**config.mk**
```make
export PLATFORM = sky130hd
export DESIGN_NAME = if_fetch_unit
export DESIGN_NICKNAME = d
export VERILOG_FILES = /design/src/rtl/if_fetch_unit_pkg.sv /design/src/rtl/if_fetch_unit_instr_fifo.sv /design/src/rtl/if_fetch_unit.sv
export SDC_FILE = /design/constraint.sdc
export NUM_CORES = 1
export LEC_CHECK = 0
export ABC_AREA = 1
export CAP_MARGIN = 20
export CORE_ASPECT_RATIO = 1.2
export CORE_MARGIN = 2
export CORE_UTILIZATION = 50
export DETAILED_ROUTE_END_ITERATION = 8
export GPL_TIMING_DRIVEN = 0
export PLACE_DENSITY = 0.76
export SLEW_MARGIN = 20
export SYNTH_ARGS = -nofsm -noshare
export SYNTH_HDL_FRONTEND = slang
export SYNTH_SLANG_ARGS = --single-unit
```
**constraint.sdc**
```tcl
create_clock -name clk -period 4.55 [get_ports clk]
set_input_delay 0.455 -clock clk [delete_from_list [all_inputs] [get_ports clk]]
set_output_delay 0.455 -clock clk [all_outputs]
set_load 0.005 [all_outputs]
```
**src/rtl/if_fetch_unit_pkg.sv**
```systemverilog
// Shared constants and types for the instruction-fetch stage.
// Optional feature macro used by the stage: IF_MISALIGN_CHK_EN.
package if_fetch_unit_pkg;

    localparam logic [31:0] NOP_INSTR        = 32'h0000_0013;
    localparam logic [31:0] DEFAULT_RESET_PC = 32'h0000_0000;

    typedef enum logic [1:0] {
        ST_FETCH = 2'd0,
        ST_WAIT  = 2'd1,
        ST_DRAIN = 2'd2
    } fetch_state_e;

    typedef struct packed {
        logic [31:0] pc;
        logic [31:0] instr;
    } fetch_entry_t;

    function automatic logic [31:0] word_align(input logic [31:0] a);
        return {a[31:2], 2'b00};
    endfunction

endpackage

```
**src/rtl/if_fetch_unit_instr_fifo.sv**
```systemverilog
// Synchronous FIFO holding fetched {pc, instr} pairs for the decode stage.
// Power-of-two depth; clear empties it in one cycle.
module if_fetch_unit_instr_fifo #(
    parameter int WIDTH = 64,
    parameter int DEPTH = 2
) (
    input  logic                     clk,
    input  logic                     rstn,
    input  logic                     push,
    input  logic                     pop,
    input  logic                     clear,
    input  logic [WIDTH-1:0]         wdata,
    output logic [WIDTH-1:0]         rdata,
    output logic [$clog2(DEPTH):0]   count
);

    localparam int AW = $clog2(DEPTH);

    logic [WIDTH-1:0] mem [DEPTH];
    logic [AW-1:0]    wr_ptr;
    logic [AW-1:0]    rd_ptr;

    // Pointer and occupancy bookkeeping
    always_ff @(posedge clk or negedge rstn) begin
        if (!rstn) begin
            wr_ptr <= '0;
            rd_ptr <= '0;
            count  <= '0;
        end else if (clear) begin
            wr_ptr <= '0;
            rd_ptr <= '0;
            count  <= '0;
        end else begin
            if (push) wr_ptr <= wr_ptr + 1'b1;
            if (pop)  rd_ptr <= rd_ptr + 1'b1;
            if (push && !pop)
                count <= count + 1'b1;
            else if (pop && !push)
                count <= count - 1'b1;
        end
    end

    // Storage write; entries need no reset since count gates visibility
    always_ff @(posedge clk) begin
        if (push && !clear) mem[wr_ptr] <= wdata;
    end

    assign rdata = mem[rd_ptr];

endmodule

```
**src/rtl/if_fetch_unit.sv**
```systemverilog
// Instruction fetch stage: PC, single-outstanding imem fetch, buffer to decode.
// Define IF_MISALIGN_CHK_EN to add the sticky fetch_misalign flag output.
module if_fetch_unit
    import if_fetch_unit_pkg::*;
#(
    parameter logic [31:0] RESET_PC   = DEFAULT_RESET_PC,
    parameter int          FIFO_DEPTH = 2
) (
    input  logic        clk,
    input  logic        rstn,
    output logic        imem_req,
    output logic [31:0] imem_addr,
    input  logic        imem_rvalid,
    input  logic [31:0] imem_rdata,
    input  logic        redirect_valid,
    input  logic [31:0] redirect_pc,
    output logic        instr_valid,
    output logic [31:0] instr,
    output logic [31:0] instr_pc,
    input  logic        id_ready
`ifdef IF_MISALIGN_CHK_EN
    ,
    output logic        fetch_misalign
`endif
);

    localparam int CW = $clog2(FIFO_DEPTH) + 1;
    localparam logic [CW:0] DEPTH_W = (CW+1)'(FIFO_DEPTH);

    fetch_state_e state_q, state_d;
    logic [31:0]  pc_q;
    logic [31:0]  req_pc_q;
    logic [CW-1:0] count;
    logic [CW:0]  cnt_after;
    logic [63:0]  wr_word;
    logic [63:0]  rd_word;
    fetch_entry_t head;
    logic         push;
    logic         pop;
    logic         issue;
    logic         wait_push;

    assign head        = fetch_entry_t'(rd_word);
    assign wr_word     = {req_pc_q, imem_rdata};
    assign instr_valid = (count != '0);
    assign instr       = instr_valid ? head.instr : NOP_INSTR;
    assign instr_pc    = instr_valid ? head.pc : 32'h0;
    assign pop         = instr_valid && id_ready && !redirect_valid;
    assign wait_push   = (state_q == ST_WAIT) && imem_rvalid && !redirect_valid;
    assign cnt_after   = {1'b0, count}
                       + {{CW{1'b0}}, wait_push}
                       - {{CW{1'b0}}, pop};
    assign imem_req    = issue;
    assign imem_addr   = pc_q;

    if_fetch_unit_instr_fifo #(
        .WIDTH (64),
        .DEPTH (FIFO_DEPTH)
    ) u_fifo (
        .clk   (clk),
        .rstn  (rstn),
        .push  (push),
        .pop   (pop),
        .clear (redirect_valid),
        .wdata (wr_word),
        .rdata (rd_word),
        .count (count)
    );

    // State register
    always_ff @(posedge clk or negedge rstn) begin
        if (!rstn) state_q <= ST_FETCH;
        else       state_q <= state_d;
    end

    // Next state; a redirect leaves a drain state only if a reply is still due
    always_comb begin
        state_d = state_q;
        if (redirect_valid) begin
            if (state_q != ST_FETCH && !imem_rvalid)
                state_d = ST_DRAIN;
            else
                state_d = ST_FETCH;
        end else begin
            unique case (state_q)
                ST_FETCH: if (issue) state_d = ST_WAIT;
                ST_WAIT:  if (imem_rvalid)
                              state_d = issue ? ST_WAIT : ST_FETCH;
                ST_DRAIN: if (imem_rvalid) state_d = ST_FETCH;
                default:  state_d = ST_FETCH;
            endcase
        end
    end

    // Issue/push decisions; redirect and reset suppress both
    always_comb begin
        issue = 1'b0;
        push  = 1'b0;
        unique case (state_q)
            ST_FETCH: issue = ({1'b0, count} < DEPTH_W);
            ST_WAIT: begin
                push  = imem_rvalid;
                issue = imem_rvalid && (cnt_after < DEPTH_W);
            end
            ST_DRAIN: ;
            default: ;
        endcase
        if (redirect_valid || !rstn) begin
            issue = 1'b0;
            push  = 1'b0;
        end
    end

    // Fetch PC and PC of the in-flight request
    always_ff @(posedge clk or negedge rstn) begin
        if (!rstn) begin
            pc_q     <= RESET_PC;
            req_pc_q <= RESET_PC;
        end else if (redirect_valid) begin
            pc_q <= word_align(redirect_pc);
        end else if (issue) begin
            req_pc_q <= pc_q;
            pc_q     <= pc_q + 32'd4;
        end
    end

`ifdef IF_MISALIGN_CHK_EN
    // Sticky flag for a redirect target with nonzero low bits
    always_ff @(posedge clk or negedge rstn) begin
        if (!rstn)
            fetch_misalign <= 1'b0;
        else if (redirect_valid && redirect_pc[1:0] != 2'b00)
            fetch_misalign <= 1'b1;
    end
`endif

endmodule
```
==> impl_metrics.env, run 1 <==
export IMPL_clkTransAtPathRegs_ns=0.07
export IMPL_row_count=52
export IMPL_relSlewSlack_pct=52.8
export IMPL_nFillCells=1334
export IMPL_p_leak_nw=4.45
export IMPL_placed_cell_area_um2=10500
export IMPL_htree_levels=4
export IMPL_grt_pass1_vias=6522
export IMPL_postLayoutSetupSlackWorst_ns=0.366
export IMPL_final_cells=1306
export IMPL_nets=1149
export IMPL_tightest_slew_ns=0.707
export IMPL_via_count=6683
export IMPL_overflow=0
export IMPL_grt_max_degree=50
export IMPL_start_util_pct=50.4
export IMPL_drtAntennaViolNets=0
export IMPL_ys_ff_latch=190
export IMPL_seq_area_frac_synth_pct=63.7
export IMPL_critPathMaxStageDelay_ns=0.56
export IMPL_root_buffer="clkbuf_16"
export IMPL_powerDensity_nw_per_um2=496
export IMPL_path_max_fanout=10
export IMPL_fmax_ghz=0.239
export IMPL_path_delay_family="simple AND/OR/NAND/NOR gates"
export IMPL_synth_top_area_share_pct=44.1
export IMPL_layout_drive_gt1_share_pct=7.16
export IMPL_ys_types=31
export IMPL_final_min_clock_period_ns=4.18
export IMPL_die_area_um2=17900
export IMPL_ctsHoldBuffers=1
export IMPL_vdd_drop_max_mv=0.263
export IMPL_via_per_inst=5.12
export IMPL_syn_inst=889
export IMPL_synth_area_top_cells="edfxtp_1 (44%), dfrtp_1 (20%), nand2_1 (15%), nand3_1 (4.4%), a21oi_1 (3.5%)"
export IMPL_cp_startpoint="u_fifo.count[1]$_DFFE_PN0P_"
export IMPL_maxSlewViolCount=0
export IMPL_die_h_um=146
export IMPL_seq_area_um2=5380
export IMPL_post_place_ws_ns=0.492
export IMPL_clock_sinks=190
export IMPL_diodes=0
export IMPL_synthArstFlopShare_pct=34.7
export IMPL_die_w_um=123
export IMPL_fin_util_pct=66.2
export IMPL_multi_input_area_um2=2630
export IMPL_yosys_area_top_type="edfxtp_1"
export IMPL_ctsLongestPathBuffers=2
export IMPL_pin_count=167
export IMPL_crit_buf_inv=3
export IMPL_drt_pre_antenna_iters=5
export IMPL_wl_per_cell_um=16.5
export IMPL_status="complete, no violations"
export IMPL_yosysMostFrequentCell="nand2_1"
export IMPL_critical_path_required_ns=4.09
export IMPL_end_kind="primary output"
export IMPL_hp_class="input pin to flip-flop"
export IMPL_cts_resized=0
export IMPL_hold_viol=0
export IMPL_path_cells="nor2_2, nor2_1, nand2_1, inv_1, ha_1, nor2_1, nand2_1, fa_1, nand2_1, nor2_1, nor2_1, nor2_2, buf_2, clkdlybuf4s50_1"
export IMPL_rsz0062_at_grt="no"
export IMPL_path_common_cell="nor2_1"
export IMPL_ys_warn_count=0
export IMPL_core_area_um2=16700
export IMPL_worst_skew_pair_late_latency_ns=0.43
export IMPL_dp_cells=1273
export IMPL_post_cts_buffers=0
export IMPL_synth_common_cells="nand2_1 (333), edfxtp_1 (124), nand3_1 (74)"
export IMPL_critPathArrivalTime_ns=3.73
export IMPL_grt_antenna_before_repair=0
export IMPL_drc=0
export IMPL_track_usage_pct=24.6
export IMPL_drv_cap=0
export IMPL_synth_area_per_cell_um2=9.49
export IMPL_routed_wl_um=21600
export IMPL_cts_tree="done"
export IMPL_slowest_stage="clkdlybuf4s50_1"
export IMPL_synthFlopType="edfxtp_1"
export IMPL_finalInstanceArea_um2=11100
export IMPL_setup_viol=0
export IMPL_power_mw=5.49
export IMPL_gp_congestion=0.930
export IMPL_first_iter_violations=460
export IMPL_synth_edf_count=124
export IMPL_area_growth_pct=31.1
export IMPL_syn_cell_area_um2=8440
export IMPL_post_route_period_util_pct=92.0
export IMPL_io_buffers=159
export IMPL_min_delay_start="redirect_valid"
export IMPL_fin_skew_ns=0.0131
export IMPL_dp_hpwl_um=15900
export IMPL_start_kind="flip-flop"
export IMPL_crit_type="flip-flop to primary output"
export IMPL_cts_buffers=17
export IMPL_grt_pass1_wl_um=33300
export IMPL_r2r_start="u_fifo.count[1]$_DFFE_PN0P_"
sequential cells by signal, summed over array words and instances (netlist names):
signal	count
u_fifo.mem	124
imem_addr	30
req_pc_q	30
state_q	2
u_fifo.count	2
u_fifo.rd_ptr	1
u_fifo.wr_ptr	1
kinds of logic (layout without fill, tap and decap cells):
logic type,count (synthesis),count (layout),synth area share [%]
and+or+nand+nor,479,479,23.0
DFF,190,190,63.7
AOI/OAI and AO/OA,107,107,6.66
buffers and inverters,103,301,5.41
xor gates and xnor gates,6,6,0.623
adders and majority gates,3,3,0.534
other,1,4,0.0445
metrics by stage:
stage / TNS (ns) / hold WS, ns
finish: 0 / 0.405
floorplan: 0 / 0.159
global placement: -465.48 / 0.446
global route: 0 / 0.429
CTS: 0 / 0.397
detailed placement: 0 / 0.358
path summary, 6_finish.rpt:
check / cells past startpoint / to / slack, ns
worst max-delay path: 14 / imem_req / 0.37
worst min-delay path: 4 / imem_addr[4]$_DFFE_PN0P_ / 0.40
worst max register to register: 15 / imem_addr[20]$_DFFE_PN0P_ / 1.50
worst min register to register: 0 / u_fifo.mem[1][53]$_DFFE_PP_ / 0.47
max in group asynchronous: 3 / u_fifo.count[1]$_DFFE_PN0P_ / 3.56
min in group asynchronous: 2 / imem_addr[19]$_DFFE_PN0P_ / 0.46
layout make-up:
cell class | count | share of cell area [%]
buffer | 40 | 1.97
clock buffer | 17 | 3.85
clock inverter | 15 | 1.27
inverter | 63 | 2.16
multi-input combinational | 599 | 23.8
sequential | 190 | 48.6
tap | 216 | 2.44
timing repair buffer | 166 | 15.9
cell usage in the layout (no fill, tap or decap), drive strengths merged:
| cell | count |
|---|---|
| dfrtp | 66 |
| ha | 2 |
| dlygate4sd3 | 1 |
| a211oi | 1 |
| clkinvlp | 2 |
| inv | 67 |
| clkinv | 8 |
| o21ai | 45 |
| nor2 | 62 |
| conb | 4 |
| nand3b | 2 |
| clkdlybuf4s50 | 158 |
| o31ai | 1 |
| nand3 | 74 |
| buf | 27 |
| bufinv | 1 |
| a21oi | 59 |
| clkbuf | 37 |
| xnor2 | 4 |
| fa | 1 |
| nand2 | 338 |
| nand4 | 2 |
| xor2 | 2 |
| a21boi | 1 |
| edfxtp | 124 |
| or2 | 1 |
layer usage:
metal / up-vias / share of wire (%) / track usage [%]
met5: - / 0 / 0
met4: 0 / 1.8 / 7.64
met3: 22 / 6.1 / 4.45
met1: 3147 / 40 / 30.9
met2: 209 / 52 / 42.8
li1: 3305 / - / -
where the power goes:
| part | total (mW) | switching (mW) | internal (mW) | leakage [nW] |
|---|---|---|---|---|
| clock network | 1.42 | 0.654 | 0.762 | 0.269 |
| logic | 1.71 | 0.894 | 0.811 | 2.24 |
| registers | 2.37 | 0.244 | 2.12 | 1.95 |
worst min-delay path, cell delays in order:
cell     delay (ns)
buf_6          0.12
o21ai_0        0.09
nand2_1        0.06
o21ai_0        0.06
No activity file was read; power rests on OpenSTA's default activity.
==> inputs of run 2 (changes only) <==
--- a/config.mk
+++ b/config.mk
@@ -6,6 +6,7 @@
 export NUM_CORES = 1
 export LEC_CHECK = 0
 export ABC_AREA = 1
+export ABC_CLOCK_PERIOD_IN_PS = 4550
 export CAP_MARGIN = 20
 export CORE_ASPECT_RATIO = 1.2
 export CORE_MARGIN = 2
==> results of run 2 <==
Same layout as run 1: the final DEF is identical, and so are final timing and power.
